<file path="config.mk">
export PLATFORM = sky130hd
export DESIGN_NAME = cpstr_mgr_tx_prio
export DESIGN_NICKNAME = d
export VERILOG_FILES = /design/src/rtl/cpstr_mgr_tx_prio.sv
export SDC_FILE = /design/constraint.sdc
export NUM_CORES = 1
export LEC_CHECK = 0
export ABC_AREA = 1
export CORE_ASPECT_RATIO = 1.25
export CORE_UTILIZATION = 35
export DETAILED_ROUTE_END_ITERATION = 10
export PLACE_DENSITY = 0.7
export RECOVER_POWER = 50
export SLEW_MARGIN = 0
export SYNTH_ARGS = -nofsm -noshare
export SYNTH_HDL_FRONTEND = slang
export SYNTH_SLANG_ARGS = --single-unit
export TNS_END_PERCENT = 20
</file>
<file path="constraint.sdc">
create_clock -name i_clk -period 2.45 [get_ports i_clk]
set_clock_uncertainty 0.05 [all_clocks]
set_input_delay 0.3675 -clock i_clk [delete_from_list [all_inputs] [get_ports i_clk]]
set_output_delay 0.3675 -clock i_clk [all_outputs]
set_load 0.05 [all_outputs]
</file>
<file path="src/rtl/cpstr_mgr_tx_prio.sv">
// cpstr_mgr_tx_prio: multiplexes NUM_STREAMS byte streams into one SLIP-framed byte stream.
// Latency: first data byte is on o_data 4 clocks after i_valid rises from idle; then 1 byte/clock.
// Backpressure: i_ready low freezes the FSM and holds o_data/o_valid; o_ready is low while stalled.
// Ports: i_data/i_valid/o_ready  per-stream byte inputs, stream k at i_data[8k+7:8k]
//        i_prio                  high-priority mask, sampled at each arbitration and byte boundary
//        i_send_stridx           resend the MARK + index header at the next byte boundary
//        o_data/o_valid/i_ready  registered framed output
// Optional feature: define CPSTR_MGR_TX_KEEPALIVE_EN to emit a lone MARK after KEEPALIVE_CYCLES idle cycles.
module cpstr_mgr_tx_prio #(
   parameter int         NUM_STREAMS          = 4,
   parameter int         MAX_BURST            = 127,
   parameter int         KEEPALIVE_CYCLES     = 1024,
   parameter logic [7:0] SLIP_SYMBOL_MARK     = 8'hC0,
   parameter logic [7:0] SLIP_SYMBOL_ESC      = 8'hDB,
   parameter logic [7:0] SLIP_SYMBOL_ESC_MARK = 8'hDC,
   parameter logic [7:0] SLIP_SYMBOL_ESC_ESC  = 8'hDD
) (
   input  logic                     i_clk,
   input  logic                     i_rst_n,
   input  logic [8*NUM_STREAMS-1:0] i_data,
   input  logic [NUM_STREAMS-1:0]   i_valid,
   output logic [NUM_STREAMS-1:0]   o_ready,
   input  logic [NUM_STREAMS-1:0]   i_prio,
   input  logic                     i_send_stridx,
   output logic [7:0]               o_data,
   output logic                     o_valid,
   input  logic                     i_ready
);

   localparam int IW = (NUM_STREAMS > 1) ? $clog2(NUM_STREAMS) : 1;

   if (NUM_STREAMS < 2 || NUM_STREAMS > 16 || MAX_BURST < 2 || MAX_BURST > 255 ||
       KEEPALIVE_CYCLES < 1) begin : g_bad_param
      $error("cpstr_mgr_tx_prio: parameter out of range");
   end

   typedef enum logic [2:0] {
      ARB, HDR_MARK, HDR_IDX, HDR_ESC2, ROUTE, DATA_ESC2
   } state_t;

   state_t           state, state_nxt;
   logic [IW-1:0]    grant_idx, grant_idx_nxt;
   logic [IW-1:0]    rr_ptr, rr_ptr_nxt;
   logic [7:0]       burst_cnt, burst_cnt_nxt;
   logic             esc_mark, esc_mark_nxt;   // pending second escape byte is ESC_MARK (else ESC_ESC)
   logic             load;
   logic [7:0]       data_nxt;
   logic             slot_free;
   logic [NUM_STREAMS-1:0] hi_valid, eligible, grant_oh, others;
   logic [IW-1:0]    cand, pick_idx;
   logic             pick_vld;
   logic             grant_valid, grant_prio, at_max;
   logic [7:0]       idx_byte, grant_byte;

   assign slot_free   = !o_valid || i_ready;
   assign hi_valid    = i_valid & i_prio;
   // High-priority streams, when any are valid, shadow every normal stream.
   assign eligible    = (|hi_valid) ? hi_valid : i_valid;
   assign grant_valid = i_valid[grant_idx];
   assign grant_prio  = i_prio[grant_idx];
   assign grant_byte  = i_data[{grant_idx, 3'b000} +: 8];
   assign idx_byte    = 8'(grant_idx);
   assign at_max      = (burst_cnt == 8'(MAX_BURST));
   assign others      = eligible & ~grant_oh;

   always_comb begin
      grant_oh = '0;
      for (int k = 0; k < NUM_STREAMS; k++) grant_oh[k] = (grant_idx == IW'(k));
   end

   // Round-robin search starting one past the last grant.
   always_comb begin
      pick_vld = 1'b0;
      pick_idx = '0;
      cand     = '0;
      for (int k = 1; k <= NUM_STREAMS; k++) begin
         cand = IW'((int'(rr_ptr) + k) % NUM_STREAMS);
         if (!pick_vld && eligible[cand]) begin
            pick_vld = 1'b1;
            pick_idx = cand;
         end
      end
   end

`ifdef CPSTR_MGR_TX_KEEPALIVE_EN
   localparam int KW = $clog2(KEEPALIVE_CYCLES + 1);
   logic [KW-1:0] ka_cnt, ka_cnt_nxt;
`endif

   always_comb begin
      state_nxt     = state;
      grant_idx_nxt = grant_idx;
      rr_ptr_nxt    = rr_ptr;
      burst_cnt_nxt = burst_cnt;
      esc_mark_nxt  = esc_mark;
      load          = 1'b0;
      data_nxt      = o_data;
      o_ready       = '0;
      if (slot_free) begin
         case (state)
            ARB: begin
               if (pick_vld) begin
                  grant_idx_nxt = pick_idx;
                  rr_ptr_nxt    = pick_idx;
                  state_nxt     = HDR_MARK;
               end
            end
            HDR_MARK: begin
               load      = 1'b1;
               data_nxt  = SLIP_SYMBOL_MARK;
               state_nxt = HDR_IDX;
            end
            HDR_IDX: begin
               load          = 1'b1;
               burst_cnt_nxt = '0;
               if (idx_byte == SLIP_SYMBOL_MARK || idx_byte == SLIP_SYMBOL_ESC) begin
                  data_nxt     = SLIP_SYMBOL_ESC;
                  esc_mark_nxt = (idx_byte == SLIP_SYMBOL_MARK);
                  state_nxt    = HDR_ESC2;
               end else begin
                  data_nxt  = idx_byte;
                  state_nxt = ROUTE;
               end
            end
            HDR_ESC2, DATA_ESC2: begin
               load      = 1'b1;
               data_nxt  = esc_mark ? SLIP_SYMBOL_ESC_MARK : SLIP_SYMBOL_ESC_ESC;
               state_nxt = ROUTE;
               if (state == HDR_ESC2) burst_cnt_nxt = '0;
            end
            ROUTE: begin
               // Byte boundary: leave for arbitration, resend header, or keep streaming.
               if (|others && (at_max || !grant_valid || (!grant_prio && |hi_valid))) begin
                  state_nxt = ARB;
               end else if (i_send_stridx) begin
                  state_nxt = HDR_MARK;
               end else begin
                  o_ready = grant_oh;
                  if (at_max) burst_cnt_nxt = '0;
                  if (grant_valid) begin
                     load          = 1'b1;
                     burst_cnt_nxt = (at_max ? 8'd0 : burst_cnt) + 8'd1;
                     if (grant_byte == SLIP_SYMBOL_MARK || grant_byte == SLIP_SYMBOL_ESC) begin
                        data_nxt     = SLIP_SYMBOL_ESC;
                        esc_mark_nxt = (grant_byte == SLIP_SYMBOL_MARK);
                        state_nxt    = DATA_ESC2;
                     end else begin
                        data_nxt = grant_byte;
                     end
                  end
               end
            end
            default: state_nxt = ARB;
         endcase
      end
`ifdef CPSTR_MGR_TX_KEEPALIVE_EN
      ka_cnt_nxt = ka_cnt;
      if (o_ready != '0 && grant_valid) begin
         ka_cnt_nxt = '0;
      end else if (!o_valid && !(|i_valid) && (state == ARB || state == ROUTE)) begin
         if (ka_cnt == KW'(KEEPALIVE_CYCLES - 1)) begin
            // Lone MARK; returning to ARB forces a full header before the next data.
            load       = 1'b1;
            data_nxt   = SLIP_SYMBOL_MARK;
            ka_cnt_nxt = '0;
            state_nxt  = ARB;
         end else begin
            ka_cnt_nxt = ka_cnt + 1'b1;
         end
      end
`endif
   end

   always_ff @(posedge i_clk or negedge i_rst_n) begin
      if (!i_rst_n) begin
         state     <= ARB;
         grant_idx <= '0;
         rr_ptr    <= IW'(NUM_STREAMS - 1);
         burst_cnt <= '0;
         esc_mark  <= 1'b0;
         o_valid   <= 1'b0;
         o_data    <= 8'h00;
      end else begin
         state     <= state_nxt;
         grant_idx <= grant_idx_nxt;
         rr_ptr    <= rr_ptr_nxt;
         burst_cnt <= burst_cnt_nxt;
         esc_mark  <= esc_mark_nxt;
         if (slot_free) begin
            o_valid <= load;
            if (load) o_data <= data_nxt;
         end
      end
   end

`ifdef CPSTR_MGR_TX_KEEPALIVE_EN
   always_ff @(posedge i_clk or negedge i_rst_n) begin
      if (!i_rst_n) ka_cnt <= '0;
      else          ka_cnt <= ka_cnt_nxt;
   end
`endif

endmodule

</file>
Yosys cells after proc, flatten, opt, wreduce, memory -nomap -nowiden
Cells that the tools add are included.
Word-level totals
  bits in registers: 25
  bits in latches: 0
  memory bits (writable): 0
  memory bits (read-only): 0
  bits of input ports: 44
  output and inout bits: 13
  word-level logic and storage cells: 118
  memories: 0
Cells by class
  $add $sub $neg: 5
  multiply operators: 0
  divide/modulo/power cells: 0
  magnitude comparators: 5
  eq/ne operators: 18
  shift-type cells: 1
  multiplexer cells: 48
  bitwise operators: 5
  reductions and logical operators: 29
Operator list (count)
  8-bit two-way mux: 9
  8-bit case mux with 4 select lines: 1
  32-bit by 6-bit indexed part select with 8-bit output: 1
  8-bit case mux with 3 select lines: 1
  4-bit two-way mux: 5
  8-bit equality test, second input constant: 2
  2-bit by 3-bit less-than comparator with 1-bit output, second input constant: 5
  1-bit two-way mux: 15
  3-bit two-way mux: 5
  1-bit binary-select mux with 2-bit select: 6
  3-bit case mux with 4 select lines: 1
  6-bit AND reduction: 2
  4-bit OR reduction: 3
  2-bit != test, second input constant: 5
  8-bit by 1-bit adder with 8-bit output, second input constant: 1
  4-bit AND: 2
  8-bit by 7-bit equality test with 1-bit output, second input constant: 1
  2-bit two-way mux: 4
  4-bit != test, second input constant: 2
  3-bit by 2-bit equality test with 1-bit output, second input constant: 2
  3-bit equality test, second input constant: 2
  1-bit logical NOT: 6
  1-bit logical AND: 5
  5-bit AND reduction: 1
  17 further kinds: 24

Logic depth before layout (Yosys ltp)
  word-level depth: 17
  mapped depth: 16
  mapped depth without buffers: 15

Worst setup path after synthesis
OpenSTA, ideal clock, no wires.
  kind: flip-flop to output port
  start: register state[0]
  end: output o_ready[0]
  data arrival time: 2.353 ns
  data required time: 2.033 ns
  slack: -0.321 ns
  stages on the path, launching flop included: 8
  buffers on the path: 0
  path through: dfrtp_1 > nor2_1 > inv_1 > nor2_4 > clkinv_1 > nor2_1 > nand2_4 > nor3_1
Between the ends
  word-level cells in the longest chain between the ends: 3
Ends and longest elaborated chain
  start, declared: RTL line 41  | state_t state, state_nxt;
  start signal, assigned: RTL line 184  | state <= state_nxt;
  3-bit equality test: RTL line 100  | case (state)
  4-bit two-way mux: RTL line 100
  4-bit two-way mux: RTL line 99  | if (slot_free) begin
  end, declared: RTL line 22  | output logic [NUM_STREAMS-1:0] o_ready,
Every way passes these cells.

Final worst setup path
  start: register grant_idx[0]
  end: output o_ready[0]
Between the ends
  word-level cells in the longest chain between the ends: 9
  elaborated cells on any way between the ends: 21
  those cells by class: 3 x eq/ne; 8 x mux; 2 x bitwise; 8 x reduce/logical
Ends and longest elaborated chain
  start, declared: RTL line 42  | logic [IW-1:0] grant_idx, grant_idx_nxt;
  start signal, assigned: RTL line 185  | grant_idx <= grant_idx_nxt;
  1-bit binary-select mux with 2-bit select, on equally long branches: RTL line 59, 60
  1-bit two-way mux, on equally long branches: RTL line 59, 60
  1-bit logical NOT: RTL line 133  | if (|others && (at_max || !grant_valid || (!grant_prio && |hi_valid))) begin
  1-bit logical OR or 1-bit logical AND (tied branches): RTL line 133
  1-bit logical OR: RTL line 133
  1-bit logical AND: RTL line 133
  4-bit two-way mux *: RTL line 133
  4-bit two-way mux *: RTL line 100
  4-bit two-way mux *: RTL line 99
Mark *: on every way between the ends. The rest lies on a longest branch, timed or not. The select of a mux whose other input is x is not followed.

==> flow_summary.ini <==
[routing]
viasPerCell = 4.862
wl_um = 6710
drtIter0Drc = 112
antenna_left = 0
wire_per_inst_um = 12.38
drt_pass1_iterations = 4
drc = 0
via_count = 2635

[clock_network]
clk_latency_ps = 270
htreeDepth = 1
cts_tree = done
clk_pin_slew_ps = 90
ctsRootBufferMaster = clkbuf_8
cts.sinks = 25
cts_made_buffers = 3
cts_hold_buf = 0
clockBufferDepth = 2

[synth]
synth_ff_type = dfrtp_1
synth_seq_area_share_pct = 28.31
synth_fp_nets = 416
yosys_warnings = 0
syn_inst = 371
synth_edf_count = 0
ys_async_sr_fraction_pct = 100.0
syn-cell-area_um2 = 2218
ys_ff_latch = 25
synth.avg_cell_area_um2 = 5.979
synthDistinctLibCells = 33

[hold_path]
hold_path_class = flop to flop

[sta]
grt_setup_unrepaired = true
fin_crit_ps = 2473
final-hold-violation-count = 0
tightest_slew_ps = 1408
whs_ps = 424.7
setup_viol_count_final = 1
slew_viol_final = 0
max_freq_mhz = 404.4
setup_ws_ps = -23.01
finalCritPeriodShare_pct = 100.9
relSlewSlack_pct = 6.162

[power_and_ir_drop]
power_density_nw_per_um2 = 1001
total_power_w = 0.003269
p_leak_nw = 1.698
peakVddDrop_mv = 0.6648

[placed_design]
routabilityCongestion = 0.8321
pre_cts_slack_ps = -41.30
place_area_um2 = 3077
dp_hpwl_um = 5222
portBuffers = 56

[global_routing]
grt_pass1_vias = 2631
antenna_found_initial = 0
grt_max_degree = 26
overflow = 0
grt_use_total_pct = 20.77
grt_pass1_wl_um = 11080

[die]
die_area_um2 = 6662
die_w_um = 73.21
io_pins = 57
start_util_pct = 36.21
num_rows = 32
die_h_um = 91.01
core_area_um2 = 6126

[cells_and_area]
antenna_cells = 0
drive_gt1_share_pct = 19.26
final_nets = 503
final_area_um2 = 3266
area_growth_syn_to_layout_pct = 47.21

[worst_setup_path]
critical_path.max_fanout = 10
critical_path_class = flop to primary output
end_kind = primary output
crit_path_start_kind = flop
slowest_delay_ps = 490
crit_chain = nand2_2, inv_4, nand2_1, nand2_2, nor2_4, clkinv_4, nand3_2, o21ai_4, nand2_4, nor3_4, buf_6, buf_12
cp.arrival_ps = 2060
crit_top_cell = nand2_2
crit_buf_inv = 4
required_ps = 2030
slowest_stage = dfrtp_2
crit_family = simple AND/OR/NAND/NOR gates

[run]
cap_violations = 0

[status]
status = finished with violations
violations = negative setup slack
[path summary, 6_finish.rpt]
kind                              start      endpoint  slack [ps]  cells past startpoint
max reg2reg                grant_idx[1]      esc_mark         160                     14
max                        grant_idx[0]    o_ready[0]         -20                     12
max in group asynchronous       i_rst_n  grant_idx[1]         530                      2
min                           o_data[7]     o_data[7]         420                      2
min in group asynchronous       i_rst_n  burst_cnt[2]         880                      2
min reg2reg                   o_data[7]     o_data[7]         420                      2
[timing repair]
item                       in CTS  in global routing
buffers inserted                2                  3
setup endpoints to repair       4                  5
gates cloned                    0                  0
pin swaps                       1                  8
gates resized for setup         9                 25
[layout by cell type (no fill, tap or decap), types with 2 or more instances in the layout]
cell type and count:
a21oi_1 8, buf_12 4, buf_4 29, buf_6 2, clkbuf_1 2, clkbuf_8 3, clkdlybuf4s50_1 39, dfrtp_1 21
dfrtp_2 2, dfstp_2 2, dlygate4sd3_1 5, dlymetal6s2s_1 8, inv_1 26, inv_2 3, nand2_1 162, nand2_2 17
nand2_4 4, nand3_1 34, nand3b_1 3, nand4_1 6, nor2_1 33, nor2_2 2, nor2_4 6, nor3_1 4
nor3_2 2, nor3_4 2, o21ai_0 10, o21ai_1 2, o21ai_2 5
[registers in the layout, summed over array words and instances, names as in the netlist]
register and count:
burst_cnt 8, o_data 8, o_valid 1, grant_idx 2, esc_mark 1, rr_ptr 2
state 3
[metrics by stage]
stage               instances  setup TNS [ps]  util [%]
floorplan                 371           -1284         -
global placement          533               0     50.22
detailed placement        533          -198.9     50.22
CTS                       539               0     51.74
global route              542          -171.7     53.31
finish                    542          -23.01     53.31
[kinds of logic (layout without fill, tap and decap cells)]
kind of cell | Yosys count | after routing | share of synthesized area (%)
AOI/OAI and AO/OA | 28 | 28 | 7.897
xor gates and xnor gates | 1 | 1 | 0.3949
adders and majority gates | 1 | 1 | 0.5639
buffers and inverters | 38 | 124 | 8.065
DFF | 25 | 25 | 28.31
and+or+nand+nor | 278 | 278 | 54.77
[synth_stat cells, drive strengths merged (2+ instances only)]
cell    number  area [µm²]
nand2      183       734.4
nor2        41       181.4
nand3       35       180.2
inv         30       115.1
dfrtp       23       575.6
o21ai       18       120.1
a21oi        8       40.04
nor3         8       40.04
nand4        7       50.05
buf          5       47.54
nand3b       3       22.52
clkinv       2       12.51
dfstp        2       52.55
[worst reg2reg max path, cell delays in order, from the launching register on]
cell,delay [ps]
dfrtp_2,490
inv_2,100
nor2_4,50
buf_4,150
buf_4,140
nand2_1,50
nand2_1,50
nor2_1,210
nand2_1,80
nor2_1,250
nand4_2,180
nor2_1,150
nand2_1,60
o21ai_0,100
inv_1,80
[per-layer routing]
metal	GRT usage, %	share of wire, %	vias up
li1	-	-	1344
met1	22.62	38	1217
met2	40.20	56	56
met3	2.775	3.3	18
met4	5.719	2.5	0
met5	0	0	-
[report_power, final]
group / switching, W / internal, W / leakage [nW]
combinational: 0.00151 / 0.000801 / 1.35
clock: 0.000138 / 0.000117 / 0.0228
sequential: 0.000144 / 0.000556 / 0.324
total: 0.00180 / 0.00147 / 1.70
[final cells by class]
| cell class | count | area, µm² |
|---|---|---|
| Clock buffer | 4 | 45.04 |
| Fill cell | 607 | 2860 |
| Inverter | 32 | 127.6 |
| Multi-Input combinational cell | 308 | 1491 |
| Sequential cell | 25 | 630.6 |
| Tap cell | 85 | 106.4 |
| Timing Repair Buffer | 88 | 864.6 |
Note: power is estimated with default switching activity, not from simulation.
